<file path="src/rtl/mmio_console_pkg.sv">
// Shared constants for the mmio_console register window: offsets, STATUS bit
// positions, bus widths and a byte-lane merge helper.
package mmio_console_pkg;

    localparam int unsigned DATA_W = 32;
    localparam int unsigned ADDR_W = 2;
    localparam int unsigned BE_W   = 4;
    localparam int unsigned BYTE_W = 8;

    typedef logic [ADDR_W-1:0] reg_off_t;

    localparam reg_off_t OFF_TXDATA = 2'd0;
    localparam reg_off_t OFF_STATUS = 2'd1;
    localparam reg_off_t OFF_CYCLE  = 2'd2;
    localparam reg_off_t OFF_EXIT   = 2'd3;

    localparam int unsigned ST_EMPTY     = 0;
    localparam int unsigned ST_FULL      = 1;
    localparam int unsigned ST_OVF       = 2;
    localparam int unsigned ST_COUNT_LSB = 8;

    // Take enabled byte lanes from wdata, the rest from base.
    function automatic logic [DATA_W-1:0] lane_merge(
        input logic [BE_W-1:0]   be,
        input logic [DATA_W-1:0] wdata,
        input logic [DATA_W-1:0] base
    );
        logic [DATA_W-1:0] merged;
        merged = base;
        for (int i = 0; i < int'(BE_W); i++) begin
            if (be[i]) merged[i*BYTE_W +: BYTE_W] = wdata[i*BYTE_W +: BYTE_W];
        end
        return merged;
    endfunction

endpackage

</file>
<file path="src/rtl/mmio_console_if.sv">
// Word-addressed data bus between the core (master) and a memory-mapped
// responder (slave): select, offset, store data, lane enables, load request.
interface mmio_console_if;
    import mmio_console_pkg::*;

    logic              sel;
    reg_off_t          addr;
    logic [DATA_W-1:0] din;
    logic [BE_W-1:0]   bwe;
    logic              ren;
    logic [DATA_W-1:0] dout;

    modport master (output sel, addr, din, bwe, ren, input dout);
    modport slave  (input sel, addr, din, bwe, ren, output dout);

endinterface

</file>
<file path="src/rtl/mmio_console_sync_fifo.sv">
// Single-clock FIFO without fall-through; a push into a full FIFO is accepted
// only when a pop happens in the same cycle.
module sync_fifo #(
    parameter int unsigned DEPTH     = 16,
    parameter int unsigned WIDTH     = 8,
    parameter int unsigned CNT_WIDTH = $clog2(DEPTH) + 1
) (
    input  logic                 clk,
    input  logic                 resetn,
    input  logic                 i_push,
    input  logic                 i_pop,
    input  logic [WIDTH-1:0]     i_din,
    output logic [WIDTH-1:0]     o_dout,
    output logic                 o_full,
    output logic                 o_empty,
    output logic [CNT_WIDTH-1:0] o_count
);

    localparam int unsigned AW = (DEPTH > 1) ? $clog2(DEPTH) : 1;

    logic [WIDTH-1:0]     r_mem [DEPTH];
    logic [AW-1:0]        r_wr_ptr;
    logic [AW-1:0]        r_rd_ptr;
    logic [CNT_WIDTH-1:0] r_count;
    logic                 w_push_ok;
    logic                 w_pop_ok;

    assign o_empty = (r_count == '0);
    assign o_full  = (r_count == CNT_WIDTH'(DEPTH));
    assign o_dout  = r_mem[r_rd_ptr];
    assign o_count = r_count;

    assign w_pop_ok  = i_pop && !o_empty;
    assign w_push_ok = i_push && (!o_full || w_pop_ok);

    // Pointers wrap naturally since DEPTH is a power of two.
    always_ff @(posedge clk or negedge resetn) begin
        if (!resetn) begin
            for (int i = 0; i < int'(DEPTH); i++) r_mem[i] <= '0;
            r_wr_ptr <= '0;
            r_rd_ptr <= '0;
            r_count  <= '0;
        end else begin
            if (w_push_ok) begin
                r_mem[r_wr_ptr] <= i_din;
                r_wr_ptr        <= r_wr_ptr + AW'(1);
            end
            if (w_pop_ok) r_rd_ptr <= r_rd_ptr + AW'(1);
            if (w_push_ok && !w_pop_ok)      r_count <= r_count + CNT_WIDTH'(1);
            else if (w_pop_ok && !w_push_ok) r_count <= r_count - CNT_WIDTH'(1);
        end
    end

endmodule

</file>
<file path="src/rtl/mmio_console.sv">
// Memory-mapped console: TX byte FIFO, status, free-running cycle counter and
// sticky exit register behind a ram32-style bus with 1-cycle load latency.
module mmio_console
    import mmio_console_pkg::*;
#(
    parameter int unsigned DEPTH     = 16,
    parameter int unsigned CNT_WIDTH = $clog2(DEPTH) + 1
) (
    input  logic              clk,
    input  logic              resetn,
    mmio_console_if.slave     bus,
    output logic [BYTE_W-1:0] tx_data,
    output logic              tx_valid,
    input  logic              tx_ready,
    output logic              exit,
    output logic [DATA_W-1:0] exitcode
);

    logic [DATA_W-1:0]    r_dout;
    logic [DATA_W-1:0]    r_cycle;
    logic [DATA_W-1:0]    r_exitcode;
    logic                 r_exit;
    logic                 r_ovf;

    logic                 w_wr;
    logic                 w_rd;
    logic                 w_push;
    logic                 w_pop;
    logic                 w_full;
    logic                 w_empty;
    logic                 w_ovf_evt;
    logic                 w_ovf_clr;
    logic [CNT_WIDTH-1:0] w_count;
    logic [DATA_W-1:0]    w_cyc_inc;
    logic [DATA_W-1:0]    w_status;
    logic [DATA_W-1:0]    w_rdata;

    assign w_wr      = bus.sel && (bus.bwe != '0);
    assign w_rd      = bus.sel && bus.ren;
    assign w_push    = w_wr && (bus.addr == OFF_TXDATA) && bus.bwe[0];
    assign w_pop     = tx_valid && tx_ready;
    assign w_ovf_evt = w_push && w_full && !w_pop;
    assign w_ovf_clr = w_wr && (bus.addr == OFF_STATUS) && bus.bwe[0] && bus.din[ST_OVF];
    assign w_cyc_inc = r_cycle + 32'd1;

    sync_fifo #(
        .DEPTH     (DEPTH),
        .WIDTH     (BYTE_W),
        .CNT_WIDTH (CNT_WIDTH)
    ) u_tx_fifo (
        .clk     (clk),
        .resetn  (resetn),
        .i_push  (w_push),
        .i_pop   (w_pop),
        .i_din   (bus.din[BYTE_W-1:0]),
        .o_dout  (tx_data),
        .o_full  (w_full),
        .o_empty (w_empty),
        .o_count (w_count)
    );

    assign tx_valid = !w_empty;
    assign exit     = r_exit;
    assign exitcode = r_exitcode;
    assign bus.dout = r_dout;

    always_comb begin
        w_status                                = '0;
        w_status[ST_EMPTY]                      = w_empty;
        w_status[ST_FULL]                       = w_full;
        w_status[ST_OVF]                        = r_ovf;
        w_status[ST_COUNT_LSB +: CNT_WIDTH]     = w_count;
    end

    // Load mux sees pre-edge state, so same-cycle stores return old values.
    always_comb begin
        w_rdata = '0;
        unique case (bus.addr)
            OFF_TXDATA: w_rdata = '0;
            OFF_STATUS: w_rdata = w_status;
            OFF_CYCLE:  w_rdata = r_cycle;
            OFF_EXIT:   w_rdata = r_exitcode;
            default:    w_rdata = '0;
        endcase
    end

    always_ff @(posedge clk or negedge resetn) begin
        if (!resetn) begin
            r_dout     <= '0;
            r_cycle    <= '0;
            r_exit     <= 1'b0;
            r_exitcode <= '0;
            r_ovf      <= 1'b0;
        end else begin
            if (w_rd) r_dout <= w_rdata;

            if (w_wr && (bus.addr == OFF_CYCLE)) r_cycle <= lane_merge(bus.bwe, bus.din, w_cyc_inc);
            else                                 r_cycle <= w_cyc_inc;

            // A new overflow takes priority over a same-cycle clear.
            if (w_ovf_evt)      r_ovf <= 1'b1;
            else if (w_ovf_clr) r_ovf <= 1'b0;

            if (w_wr && (bus.addr == OFF_EXIT) && !r_exit) begin
                r_exit     <= 1'b1;
                r_exitcode <= lane_merge(bus.bwe, bus.din, '0);
            end
        end
    end

endmodule

</file>
<file path="src/flat_wrapper.sv">
// flat-port wrapper written by rule: the top's interface ports become plain ports
module mmio_console_flat import mmio_console_pkg::*;
#(
    parameter int unsigned DEPTH     = 16,
    parameter int unsigned CNT_WIDTH = $clog2(DEPTH) + 1
)
  (clk, resetn, tx_data, tx_valid, tx_ready, exit, exitcode, bus_sel, bus_addr, bus_din, bus_bwe, bus_ren, bus_dout);
  mmio_console_if bus_i ();
  input  logic clk;
  input  logic resetn;
  output logic [BYTE_W-1:0] tx_data;
  output logic tx_valid;
  input  logic tx_ready;
  output logic exit;
  output logic [DATA_W-1:0] exitcode;
  input wire logic [$bits(bus_i.sel)-1:0] bus_sel;
  input wire logic [$bits(bus_i.addr)-1:0] bus_addr;
  input wire logic [$bits(bus_i.din)-1:0] bus_din;
  input wire logic [$bits(bus_i.bwe)-1:0] bus_bwe;
  input wire logic [$bits(bus_i.ren)-1:0] bus_ren;
  output wire logic [$bits(bus_i.dout)-1:0] bus_dout;
  assign bus_i.sel = bus_sel;
  assign bus_i.addr = bus_addr;
  assign bus_i.din = bus_din;
  assign bus_i.bwe = bus_bwe;
  assign bus_i.ren = bus_ren;
  assign bus_dout = bus_i.dout;
  mmio_console #(.DEPTH(DEPTH), .CNT_WIDTH(CNT_WIDTH)) u_core (.clk(clk), .resetn(resetn), .bus(bus_i), .tx_data(tx_data), .tx_valid(tx_valid), .tx_ready(tx_ready), .exit(exit), .exitcode(exitcode));
endmodule
</file>
<file path="config.mk">
export PLATFORM = sky130hd
export DESIGN_NAME = mmio_console_flat
export DESIGN_NICKNAME = d
export VERILOG_FILES = /design/src/rtl/mmio_console_pkg.sv /design/src/rtl/mmio_console_if.sv /design/src/rtl/mmio_console_sync_fifo.sv /design/src/rtl/mmio_console.sv /design/src/flat_wrapper.sv
export SDC_FILE = /design/constraint.sdc
export NUM_CORES = 1
export LEC_CHECK = 0
export ABC_AREA = 1
export BUFFER_PORTS_ARGS = -buffer_cell sky130_fd_sc_hd__buf_2
export CAP_MARGIN = 20
export CORE_MARGIN = 2
export CORE_UTILIZATION = 56
export DETAILED_ROUTE_END_ITERATION = 8
export PLACE_DENSITY = 0.87
export SLEW_MARGIN = 10
export SYNTH_ARGS = -nofsm -noshare
export SYNTH_HDL_FRONTEND = slang
export SYNTH_SLANG_ARGS = --single-unit
</file>
<file path="constraint.sdc">
create_clock -name clk -period 2.5 [get_ports clk]
set_input_delay 0.75 -clock clk [delete_from_list [all_inputs] [get_ports clk]]
set_output_delay 0.75 -clock clk [all_outputs]
set_load 0.1 [all_outputs]
</file>
**Word level (Yosys, flattened, before mapping)**

Cells that the tools add are included.

- Flip-flop bits (word level): 239
- Latch bits: 0
- Memory bits (writable): 0
- Memory bits (read-only): 0
- Input port bits: 43
- Output and inout port bits: 74
- Logic and storage cells: 88
- Memories: 0

- $add $sub $neg: 5
- Multiply operators: 0
- Div/mod/pow operators: 0
- Magnitude comparators: 3
- Eq/ne operators: 4
- Shift operators: 0
- Mux-type cells: 20
- Bitwise gates (word level): 2
- Reduce and logical (&&, ||, !) cells: 30

Operators by type and width:

| operator | number |
|---|---|
| 128-bit bitwise mux | 1 |
| 32-bit case mux with 4 select lines | 1 |
| 8-bit two-way mux | 11 |
| 32-bit by 1-bit adder with 32-bit output, second input constant | 1 |
| 8-bit binary-select mux with 4-bit select | 1 |
| 8-bit demux with 4-bit select | 1 |
| 32-bit two-way mux | 1 |
| 1-bit logical AND | 18 |
| 5-bit >= comparator, second input constant | 2 |
| 5-bit two-way mux | 2 |
| 4-bit NOT with 5-bit output | 2 |
| 4-bit by 1-bit adder with 4-bit output, second input constant | 2 |
| 1-bit logical NOT | 6 |
| 5-bit by 1-bit adder with 5-bit output, second input constant | 1 |
| 5-bit == test, second input constant | 1 |
| 5-bit logical NOT | 1 |
| 5-bit by 1-bit less-than comparator with 1-bit output, second input constant | 1 |
| 5-bit by 1-bit subtractor with 5-bit output, second input constant | 1 |
| 2-bit == test, second input constant | 2 |
| 2-bit nonzero test | 2 |
| 4-bit nonzero test | 1 |
| 2-bit by 1-bit == test with 1-bit output, second input constant | 1 |
| 2-bit logical NOT | 1 |
| 1-bit two-way mux | 2 |
| 1-bit logical OR | 1 |

**Depth between registers and ports, before layout**

- Word-level depth: 10
- Gate-level depth with buffers: 16
- Mapped depth without buffers: 15

**Cells and area by module**

A second synthesis with hierarchy kept.

- Cell total of the unflattened synthesis: 1739
- Area, all modules: 12897.4 um^2

By module, submodules not included:

| module | times used | cells each | area each (um^2) | seq. area each (um^2) |
|---|---|---|---|---|
| sync_fifo | 1 | 1079 | 7930.1 | 3528.4 |
| mmio_console | 1 | 660 | 4967.3 | 2452.4 |

**Worst setup path after synthesis**

OpenSTA, ideal clock, no wires.

- Kind: register -> register
- From: reg u_core.u_tx_fifo.r_count[0] (netlist: u_core.u_tx_fifo.o_count[0])
- To: reg u_core.u_tx_fifo.r_count[4] (netlist: u_core.u_tx_fifo.o_count[4])
- Setup time: 0.065 ns
- Data arrival time: 2.803 ns
- Required time: 2.435 ns
- Setup slack: -0.368 ns
- Cell stages (with the launch flop): 15
- Path buffers: 0
- Period minus slack after synthesis: 2.868 ns
- Cells stage by stage: dfrtp_1 -> nor2_1 -> nand2_1 -> inv_1 -> nand2_1 -> nand2_1 -> ha_1 -> inv_1 -> fa_1 -> a21oi_1 -> nor2_1 -> nor2_1 -> xor2_1 -> nand2_1 -> nand2_1

- Longest elaborated chain between the ends: 9
- Elaborated cells between the ends (all ways): 17
- Those cells by class: add/sub (2); eq/ne (1); mux (2); reduce/logical (12)

Ends and longest elaborated chain:

| item | RTL line | source |
|---|---|---|
| start, declared | mmio_console_sync_fifo.sv:24 | `logic [CNT_WIDTH-1:0] r_count;` |
| start signal, assigned | mmio_console_sync_fifo.sv:49 | `if (w_push_ok && !w_pop_ok) r_count <= r_count + CNT_WIDTH'(1);` |
| start signal, assigned | mmio_console_sync_fifo.sv:50 | `else if (w_pop_ok && !w_push_ok) r_count <= r_count - CNT_WIDTH'(1);` |
| 5-bit logical NOT * | mmio_console_sync_fifo.sv:28 | `assign o_empty = (r_count == '0);` |
| 1-bit logical NOT * | mmio_console.sv:62 | `assign tx_valid = !w_empty;` |
| net tx_valid | flat_wrapper.sv:12 | `output logic tx_valid;` |
| 1-bit logical AND | mmio_console.sv:41 | `assign w_pop = tx_valid && tx_ready;` |
| 1-bit logical AND * | mmio_console_sync_fifo.sv:33 | `assign w_pop_ok = i_pop && !o_empty;` |
| 1-bit logical OR | mmio_console_sync_fifo.sv:34 | `assign w_push_ok = i_push && (!o_full \|\| w_pop_ok);` |
| 1-bit logical AND | mmio_console_sync_fifo.sv:34 |  |
| 1-bit logical NOT | mmio_console_sync_fifo.sv:50 |  |
| 1-bit logical AND | mmio_console_sync_fifo.sv:50 |  |
| 2-bit nonzero test (no source line) | - |  |

Mark *: on every way through the listed nets, which the timed path passes. The rest lies on a longest branch. The select of a mux whose other input is x is not followed.
A chain may end at the register's enable or synchronous reset.

**Worst setup path in the final report**

- From: reg u_core.u_tx_fifo.r_rd_ptr[0]
- To: out tx_data[5]

- Longest elaborated chain between the ends: 4

Ends and longest elaborated chain:

| item | RTL line | source |
|---|---|---|
| start, declared | mmio_console_sync_fifo.sv:23 | `logic [AW-1:0] r_rd_ptr;` |
| start signal, assigned | mmio_console_sync_fifo.sv:48 | `if (w_pop_ok) r_rd_ptr <= r_rd_ptr + AW'(1);` |
| 4-bit NOT with 5-bit output (not written as such) | mmio_console_sync_fifo.sv:30 | `assign o_dout = r_mem[r_rd_ptr];` |
| 8-bit binary-select mux with 4-bit select | mmio_console_sync_fifo.sv:30 |  |
| 8-bit two-way mux (not written as such) (2 in a row) | mmio_console_sync_fifo.sv:30 |  |
| end, declared | flat_wrapper.sv:11 | `output logic [BYTE_W-1:0] tx_data;` |

No other way between the ends. The select of a mux whose other input is x is not followed.

==> flow_summary.json <==
{
  "async_reset_ff_share_pct": 100,
  "cts_tree": "done",
  "dieArea_sq_um": 22300,
  "layout-drive-gt1-share_pct": 16.7,
  "ant_nets": 0,
  "powerDensity_nw_per_um2": 1370,
  "synth_edf_count": 0,
  "io_pins": 117,
  "clk_pin_slew_worst_paths_ns": 0.06,
  "vias_per_cell": 5.87,
  "htree_levels": 1,
  "synth_top_area_cell": "dfrtp_1",
  "grt_max_degree": 74,
  "violations": "negative setup slack",
  "synth_most_common_cell": "nand2_1",
  "gp_congestion": 0.928,
  "leakage_uw": 0.00681,
  "syn_area_sq_um": 11800,
  "rows": 53,
  "numCtsBuffers": 26,
  "clock.fmax_ghz": 0.333,
  "antenna_found_initial": 2,
  "worst_pin_slew_ns": 0.745,
  "synth_nets": 1526,
  "vias": 11100,
  "startpoint_type": "register",
  "hpwl_um": 22000,
  "rsz0062_at_grt": "true",
  "die_w_um": 149,
  "placed_area_sq_um": 12900,
  "critPathRequiredTime_ns": 1.75,
  "ys_seq_area_share_pct": 50.5,
  "io_buffers": 116,
  "synth_top_area_share_pct": 50.5,
  "fin_setup_tns_ns": -2.97,
  "finalSetupViolCount": 8,
  "maxSlewHeadroom_pct": 50.3,
  "syn_inst": 1472,
  "design_area_sq_um": 14000,
  "yosys_most_used_dff": "dfrtp_1",
  "area_delta_synth_final_pct": 18.7,
  "fin_cells": 1890,
  "synth_cell_types": 37,
  "crit_type": "reg2out",
  "worst_slack_ns": -0.500,
  "drc": 0,
  "holdBufCountCts": 0,
  "synth_warnings": 0,
  "synth-seq-cells": 239,
  "end_kind": "primary output",
  "critPathArrivalTime_ns": 2.25,
  "fin_nets": 1649,
  "grt_pass1_vias": 10400,
  "grt_pass1_wl_um": 52400,
  "critPathMaxFanout": 7,
  "hp-class": "in2async",
  "drt-total-wl_um": 34500,
  "cts_buffer_depth": 3,
  "grt_usage_pct": 29.3,
  "timing_max_transition_violations_final": 0,
  "clk_latency_ns": 0.53,
  "layout_min_cycle_time_ns": 3.00,
  "coreArea_sq_um": 20900,
  "die_h_um": 149,
  "synth_area_leaders": "dfrtp_1, nand2_1, o21ai_0",
  "skew_ns": 0.00745,
  "routedWlPerCell_um": 18.3,
  "firstDrtPassIters": 6,
  "ir_worst_vdd_mv": 0.924,
  "grt_overflow": 0,
  "avgSynthCellArea_sq_um": 8.04,
  "fin_crit_sh_pct": 120,
  "dp_cells": 1829,
  "cts_sinks": 239,
  "synth_common_cells": "nand2_1, dfrtp_1, nor2_1",
  "root_buffer": "clkbuf_16",
  "outcome": "complete, but fails checks",
  "drv_cap": 0,
  "hold_violations": 0,
  "initial_core_util_pct": 56.6,
  "drtIter0Drc": 1098
}
## layout make-up
cell class	count	area, sq um
inverter	96	368
antenna	1	2.50
multi-input combinational	1062	5110
timing repair buffer	170	1360
sequential	239	5980
tap	275	344
fill	1605	6840
clock buffer	42	762
clock inverter	5	125
## final timing paths
path | start | endpoint | slack, ns | cells after the start
max | u_core.u_tx_fifo.r_rd_ptr[0] | tx_data[5] | -0.50 | 9
min | resetn | u_core.u_tx_fifo.r_mem[48] | 0.12 | 1
max reg2reg | u_core.u_tx_fifo.o_count[0] | u_core.u_tx_fifo.o_count[4] | 0.17 | 14
min reg2reg | u_core.bus.dout[0] | u_core.bus.dout[0] | 0.48 | 2
max in group asynchronous | resetn | u_core.u_tx_fifo.r_rd_ptr[0] | 1.65 | 2
min in group clk | bus_din[20] | u_core.r_cycle[20] | 0.46 | 3
## cell families after synthesis
group	after synthesis	share of synthesized area (%)
AOI/OAI and AO/OA	328	15.4
xor gates and xnor gates	17	1.26
adders and majority gates	11	1.23
buffers and inverters	171	6.90
DFF	239	50.5
and+or+nand+nor	706	24.7
## repair_timing
item                                    in CTS  in global routing
endpoints found under the hold margin        0                  0
cloned                                       1                  9
resized for setup                           13                 31
endpoints found under the setup margin       9                  8
pin swaps                                    6                 23
buffers inserted                             2                  2
## metrics by stage
stage | worst slack, ns | total power [uW] | utilization, % | hold slack [ns]
after global routing | -0.535 | 20100 | 67.3 | 0.143
after CTS | -0.353 | 18500 | 66.1 | 0.130
after detailed placement | -0.0914 | 14300 | 61.5 | 0.461
final | -0.500 | 19300 | 67.3 | 0.122
after floorplan | -0.0485 | 11900 | - | 0.448
after global placement | -0.00920 | 14100 | 61.5 | 0.459
## power by group
| group | total [uW] | switching [uW] | internal (uW) |
|---|---|---|---|
| registers | 6050 | 993 | 5060 |
| logic | 9200 | 6470 | 2730 |
| clock network | 4000 | 1510 | 2480 |
## worst max-delay path, cell delays in order, from the launching register on
cell      delay [ns]
dfrtp_2         0.46
inv_8           0.14
buf_12          0.14
nor2_2          0.04
nor2_2          0.18
o21ai_2         0.10
o211ai_1        0.13
nand3_1         0.19
nand2_2         0.15
buf_12          0.18
## per-layer routing
layer | part of all wire [%] | wire length [um] | GRT usage (%)
met5 | 0.043 | 15 | 0
met4 | 5.4 | 1860 | 12.4
met3 | 7.5 | 2580 | 4.68
met2 | 49 | 16800 | 49.7
met1 | 38 | 13200 | 37.3
## layout by cell type (no fill, tap or decap), types with 4 or more instances in the layout
cell,instances
xor2_1,16
nor2_1,196
o21ai_0,142
clkbuf_1,12
a21oi_1,10
nand3_1,80
buf_4,36
o21ai_1,96
inv_1,90
o211ai_1,32
nand2_2,12
nand2_4,15
bufinv_16,4
a31oi_1,25
ha_1,10
buf_6,4
clkbuf_16,34
nand2_1,379
buf_2,106
o21ai_2,17
dfrtp_1,238
nor2_2,8
buf_12,16
## flip-flops by register name, summed over array words and instances (netlist names)
name	flops
u_core.u_tx_fifo.o_count	5
u_core.r_cycle	32
u_core.r_ovf	1
u_core.exit	1
u_core.u_tx_fifo.r_wr_ptr	4
u_core.u_tx_fifo.r_mem	128
u_core.exitcode	32
u_core.bus.dout	32
u_core.u_tx_fifo.r_rd_ptr	4
(Power assumes the default switching activity.)
